## src/rtl/disp_arbiter_if.sv

```systemverilog
// rtl/disp_arbiter_if.sv - request/data/grant bundle between display sources and the arbiter
// Ports (signals):
//   req   [NREQ]     request bit per source
//   data  [32*NREQ]  source i word at data[32*i +: 32]
//   grant [NREQ]     one-cycle one-hot pulse on ownership change
//   owner [3]        current or last owner index
//   busy             high while an owner holds the display
//   x     [32]       registered display word
// master: source/display side, slave: arbiter side.
interface disp_arbiter_if #(
    parameter int NREQ = 4
);
    logic [NREQ-1:0]      req;
    logic [32*NREQ-1:0]   data;
    logic [NREQ-1:0]      grant;
    logic [2:0]           owner;
    logic                 busy;
    logic [31:0]          x;

    modport master (
        output req,
        output data,
        input  grant,
        input  owner,
        input  busy,
        input  x
    );

    modport slave (
        input  req,
        input  data,
        output grant,
        output owner,
        output busy,
        output x
    );
endinterface

```

## src/rtl/disp_arbiter.sv

```systemverilog
// rtl/disp_arbiter.sv - round-robin owner arbiter for the shared seven-segment display
// Ports:
//   clk  system clock, rising edge
//   clr  synchronous active-high reset
//   bus  disp_arbiter_if slave: req/data in, grant/owner/busy/x out (all registered)
module disp_arbiter #(
    parameter int NREQ  = 4,
    parameter int DWELL = 50_000_000
) (
    input  logic          clk,
    input  logic          clr,
    disp_arbiter_if.slave bus
);
    localparam int PW = (NREQ > 1) ? $clog2(NREQ) : 1;
    localparam int CW = (DWELL > 1) ? $clog2(DWELL) : 1;
    localparam logic [CW-1:0] CNT_MAX = CW'(DWELL - 1);

    localparam logic [0:0] S_IDLE = 1'b0;
    localparam logic [0:0] S_HOLD = 1'b1;

    logic [0:0]      state_q, state_d;
    logic [PW-1:0]   ptr_q,   ptr_d;
    logic [CW-1:0]   cnt_q,   cnt_d;
    logic [NREQ-1:0] grant_q, grant_d;
    logic [2:0]      owner_q, owner_d;
    logic [31:0]     x_q,     x_d;

    logic            any_found, oth_found;
    logic [2:0]      any_idx,   oth_idx;
    logic            req_own;

    function automatic int wrap_idx(input int v);
        return (v >= NREQ) ? v - NREQ : v;
    endfunction

    function automatic logic [31:0] word_of(input logic [32*NREQ-1:0] d, input logic [2:0] sel);
        logic [31:0] w;
        w = '0;
        for (int i = 0; i < NREQ; i++) begin
            if (sel == 3'(i)) w = d[32*i +: 32];
        end
        return w;
    endfunction

    function automatic logic [NREQ-1:0] onehot(input logic [2:0] sel);
        logic [NREQ-1:0] g;
        g = '0;
        for (int i = 0; i < NREQ; i++) begin
            g[i] = (sel == 3'(i));
        end
        return g;
    endfunction

    function automatic logic [PW-1:0] ptr_after(input logic [2:0] sel);
        return PW'(wrap_idx(int'(sel) + 1));
    endfunction

    // Two round-robin searches from ptr: one over all requesters (IDLE grant)
    // and one excluding the owner (dwell-expiry handover). Slot k in search
    // order maps to source (ptr + k) mod NREQ.
    always_comb begin
        any_found = 1'b0;
        any_idx   = '0;
        oth_found = 1'b0;
        oth_idx   = '0;
        req_own   = 1'b0;
        for (int k = 0; k < NREQ; k++) begin
            for (int i = 0; i < NREQ; i++) begin
                if (i == wrap_idx(int'(ptr_q) + k)) begin
                    if (!any_found && bus.req[i]) begin
                        any_found = 1'b1;
                        any_idx   = 3'(i);
                    end
                    if (!oth_found && bus.req[i] && (owner_q != 3'(i))) begin
                        oth_found = 1'b1;
                        oth_idx   = 3'(i);
                    end
                end
            end
        end
        for (int i = 0; i < NREQ; i++) begin
            if (owner_q == 3'(i)) req_own = bus.req[i];
        end
    end

    always_comb begin
        state_d = state_q;
        ptr_d   = ptr_q;
        cnt_d   = cnt_q;
        grant_d = '0;
        owner_d = owner_q;
        x_d     = x_q;
        case (state_q)
            S_IDLE: begin
                if (any_found) begin
                    grant_d = onehot(any_idx);
                    owner_d = any_idx;
                    x_d     = word_of(bus.data, any_idx);
                    ptr_d   = ptr_after(any_idx);
                    cnt_d   = '0;
                    state_d = S_HOLD;
                end
            end
            S_HOLD: begin
                if (cnt_q == CNT_MAX) begin
                    cnt_d = '0;
                    if (oth_found) begin
                        grant_d = onehot(oth_idx);
                        owner_d = oth_idx;
                        x_d     = word_of(bus.data, oth_idx);
                        ptr_d   = ptr_after(oth_idx);
                    end else if (req_own) begin
                        // Owner keeps the display silently; live update continues.
                        x_d = word_of(bus.data, owner_q);
                    end else begin
                        state_d = S_IDLE;
                    end
                end else begin
                    cnt_d = cnt_q + CW'(1);
                    if (req_own) x_d = word_of(bus.data, owner_q);
                end
            end
            default: state_d = S_IDLE;
        endcase
    end

    always_ff @(posedge clk) begin
        if (clr) begin
            state_q <= S_IDLE;
            ptr_q   <= '0;
            cnt_q   <= '0;
            grant_q <= '0;
            owner_q <= '0;
            x_q     <= '0;
        end else begin
            state_q <= state_d;
            ptr_q   <= ptr_d;
            cnt_q   <= cnt_d;
            grant_q <= grant_d;
            owner_q <= owner_d;
            x_q     <= x_d;
        end
    end

    assign bus.grant = grant_q;
    assign bus.owner = owner_q;
    assign bus.busy  = (state_q == S_HOLD);
    assign bus.x     = x_q;
endmodule
```

## src/flat_wrapper.sv

```systemverilog
// flat-port wrapper written by rule: the top's interface ports become plain ports
module disp_arbiter_flat 
#(
    parameter int NREQ  = 4,
    parameter int DWELL = 50_000_000
)
  (clk, clr, bus_req, bus_data, bus_grant, bus_owner, bus_busy, bus_x);
  disp_arbiter_if #(.NREQ(NREQ)) bus_i ();
  input  logic clk;
  input  logic clr;
  input wire logic [$bits(bus_i.req)-1:0] bus_req;
  input wire logic [$bits(bus_i.data)-1:0] bus_data;
  output wire logic [$bits(bus_i.grant)-1:0] bus_grant;
  output wire logic [$bits(bus_i.owner)-1:0] bus_owner;
  output wire logic [$bits(bus_i.busy)-1:0] bus_busy;
  output wire logic [$bits(bus_i.x)-1:0] bus_x;
  assign bus_i.req = bus_req;
  assign bus_i.data = bus_data;
  assign bus_grant = bus_i.grant;
  assign bus_owner = bus_i.owner;
  assign bus_busy = bus_i.busy;
  assign bus_x = bus_i.x;
  disp_arbiter #(.NREQ(NREQ), .DWELL(DWELL)) u_core (.clk(clk), .clr(clr), .bus(bus_i));
endmodule
```

## config.mk

```make
export PLATFORM = sky130hd
export DESIGN_NAME = disp_arbiter_flat
export DESIGN_NICKNAME = d
export VERILOG_FILES = /design/src/rtl/disp_arbiter_if.sv /design/src/rtl/disp_arbiter.sv /design/src/flat_wrapper.sv
export SDC_FILE = /design/constraint.sdc
export NUM_CORES = 1
export LEC_CHECK = 0
export ABC_AREA = 0
export BUFFER_PORTS_ARGS = -buffer_cell sky130_fd_sc_hd__buf_2
export CORE_AREA = 2 2 115 117
export DETAILED_ROUTE_END_ITERATION = 10
export DIE_AREA = 0 0 117 119
export MAX_ROUTING_LAYER = met4
export PLACE_DENSITY_LB_ADDON = 0.12
export SETUP_SLACK_MARGIN = 0.4
export SLEW_MARGIN = 10
export SYNTH_ARGS = -nofsm -noshare
export SYNTH_HDL_FRONTEND = slang
export SYNTH_SLANG_ARGS = --single-unit
```

## constraint.sdc

```tcl
create_clock -name clk -period 3.25 [get_ports clk]
set_input_delay 0.4875 -clock clk [delete_from_list [all_inputs] [get_ports clk]]
set_output_delay 0.4875 -clock clk [all_outputs]
set_load 0.02 [all_outputs]
```

==> flow_summary.json <==
{
  "status": "finished clean",
  "crit_type": "flip-flop to flip-flop",
  "firstDrtPassIters": 5,
  "grt_util_all_layers": 0.345,
  "critPathRequiredTime_ps": 3450,
  "post-route-min-period_ps": 2720,
  "grt_max_degree": 42,
  "cp.arrival_ps": 2920,
  "vias": 8022,
  "grt_overflow": 0,
  "power.density_mw_per_mm2": 464,
  "start_util": 0.528,
  "cts.sinks": 67,
  "async_flop_share": 0,
  "nFillCells": 1170,
  "synth_flop_cell": "dfxtp_1",
  "worst_pin_slew_ps": 1030,
  "busiest_layer": "met2",
  "ys_ff_latch": 67,
  "dp_hpwl_um": 16400,
  "seq_area_frac_synth": 0.197,
  "met1_usage": 0.447,
  "max-slew-margin-rel": 0.310,
  "synthDistinctLibCells": 84,
  "root_buffer": "clkbuf_16",
  "grt_pass1_wl_um": 37500,
  "synth_edf_count": 0,
  "syn_area_mm2": 0.00680,
  "yosys_warnings": 0,
  "start_kind": "flip-flop",
  "crit_path_end_kind": "flip-flop",
  "power_mw": 3.80,
  "ant_nets": 0,
  "hold_path_class": "primary input to flip-flop",
  "grt_pass1_vias": 7321,
  "dieWidth_um": 117,
  "drive_above_1_share": 0.334,
  "core_mm2": 0.0129,
  "syn_inst": 864,
  "final-hold-violation-count": 0,
  "syn_to_final_growth_pct": 20.3,
  "power_leakage_nw": 3.14,
  "drt_iter0_markers": 1031,
  "fp.dieArea_mm2": 0.0139,
  "post_cts_buffers": 0,
  "clock_latency_ps": 340,
  "maxCapViolCount": 0,
  "routed_wl_um": 24400,
  "drv_slew": 0,
  "rsz0062_at_grt": "false",
  "syn_avg_cell_area_um2": 7.87,
  "use_met3": 0.0656,
  "fmax_mhz": 368,
  "synthesis.nets": 999,
  "cts_max_level": 3,
  "fin_nets": 1136,
  "fin_crit_sh": 0.836,
  "fp-row-count": 42,
  "port_buffers": 172,
  "antenna_found_initial": 1,
  "clk_path_buf_depth": 2,
  "clk_pin_slew_ps": 60,
  "critPathLaunch": "u_core.bus.owner[0]",
  "gp_congestion": 0.958,
  "vias_per_cell": 6.78,
  "drc": 0,
  "timing.rr.start": "u_core.bus.owner[0]",
  "fin_worst_skew_ps": 11.4,
  "globalRouteMet2Util": 0.543,
  "path_max_fanout": 13,
  "setup_viol": 0,
  "cts_inserted_buffers": 9,
  "tns_ps": 0,
  "worstHoldStart": "bus_data[42]",
  "dieHeight_um": 119,
  "ioPinCount": 174,
  "peakVddDrop_uv": 299,
  "cts_tree": "built",
  "wl_per_cell_um": 20.6
}
[final cells by class]
| class | count | area, µm² | area share |
|---|---|---|---|
| Tap cell | 176 | 220 | 0.0269 |
| Timing Repair Buffer | 211 | 1170 | 0.143 |
| Antenna cell | 1 | 2.50 | 0.000306 |
| Clock buffer | 12 | 246 | 0.0301 |
| Multi-Input combinational cell | 705 | 5120 | 0.626 |
| Clock inverter | 4 | 50.0 | 0.00611 |
| Sequential cell | 67 | 1350 | 0.165 |
| Inverter | 7 | 26.3 | 0.00321 |
[layout by cell type, fill, tap and decap left out, types with 11 or more instances in the layout]
| cell type | instances |
|---|---|
| nand2_1 | 84 |
| buf_2 | 172 |
| a221oi_1 | 27 |
| o211ai_1 | 12 |
| a22oi_1 | 16 |
| o221ai_1 | 22 |
| a21oi_1 | 76 |
| mux4_2 | 33 |
| nand3_1 | 23 |
| nor3_1 | 11 |
| mux2_2 | 31 |
| dfxtp_1 | 63 |
| mux2i_1 | 12 |
| o21ai_0 | 72 |
| o22ai_1 | 17 |
| a31oi_1 | 16 |
| a221o_1 | 11 |
| nor2_1 | 84 |
| buf_4 | 37 |
[power by group]
group | internal (mW) | total [mW] | switching, mW
combinational | 0.746 | 1.80 | 1.05
clock | 0.615 | 1.02 | 0.401
sequential | 0.900 | 0.987 | 0.0877
[cells in the mapped netlist (all sizes together) (7+ instances only)]
cell / number / area share
o221ai: 23 / 0.031
a221o: 11 / 0.016
a22oi: 16 / 0.018
mux2i: 12 / 0.018
nand3: 24 / 0.018
mux4: 33 / 0.11
buf: 38 / 0.036
nor2: 91 / 0.052
a2bb2oi: 11 / 0.015
dfxtp: 67 / 0.20
nand4: 11 / 0.011
nor3: 16 / 0.014
and2: 7 / 0.0064
a31oi: 18 / 0.017
mux2: 32 / 0.053
o22ai: 17 / 0.016
nand2b: 7 / 0.0064
a21oi: 81 / 0.063
a221oi: 28 / 0.037
clkbuf: 47 / 0.026
o21ai: 85 / 0.067
nand2: 85 / 0.047
inv: 7 / 0.0039
o211ai: 12 / 0.013
[cells by family (layout without fill, tap and decap cells)]
kind of cell	count (synthesis)	count (layout)	synth area share
and+or+nand+nor	274	274	0.193
buffers and inverters	92	234	0.0660
other	1	2	0.000551
xor gates and xnor gates	4	4	0.00515
muxes	77	77	0.180
AOI/OAI and AO/OA	347	347	0.355
adders and majority gates	2	2	0.00331
DFF	67	67	0.197
[stage by stage]
step	worst slack, ps	hold slack, ps	utilization	std cells	instance area (µm²)
2_1_floorplan	654	455	-	864	6800
3_5_place_dp	300	472	0.607	1166	7820
6_report	533	473	0.636	1183	8190
3_3_place_gp	353	468	0.607	1166	7820
5_1_grt	394	475	0.636	1183	8190
4_1_cts	399	462	0.631	1182	8120
[routing by layer]
metal | wire (µm) | part of all wire | vias up
met4 | 495 | 0.020 | 0
met2 | 11500 | 0.47 | 534
met1 | 9940 | 0.41 | 3779
met5 | 0 | 0 | -
li1 | - | - | 3651
met3 | 2420 | 0.099 | 58
[flip-flops by register name, summed over array words and instances (netlist names)]
register          flops
u_core.bus.x         32
u_core.bus.owner      2
u_core.ptr_q          2
u_core.cnt_q         26
u_core.bus.busy       1
u_core.bus.grant      4
[worst paths after layout]
check                     end  slack, ps  cells after the start
min          u_core.bus.x[10]        470                      3
max          u_core.bus.x[15]        530                      9
max reg2reg  u_core.bus.x[15]        530                      9
min reg2reg  u_core.bus.x[17]        480                      2
[worst max-delay path: stages, from the launching register on]
cell      delay, ps
dfxtp_2         480
nand2b_1        190
a221oi_4        400
and2_1          250
o21ai_4         150
nand2_1         110
buf_4           230
mux2_2          360
a221oi_1        290
o22ai_1         110
[timing repair]
action / CTS / global route
gates resized for setup: 2 / 11
hold buffers: 0 / 0
endpoints found under the setup margin: 5 / 30
hold endpoints to repair: 0 / 0
pin swaps: 0 / 1
gates cloned: 0 / 0
Power figures use the tool's default switching activity.
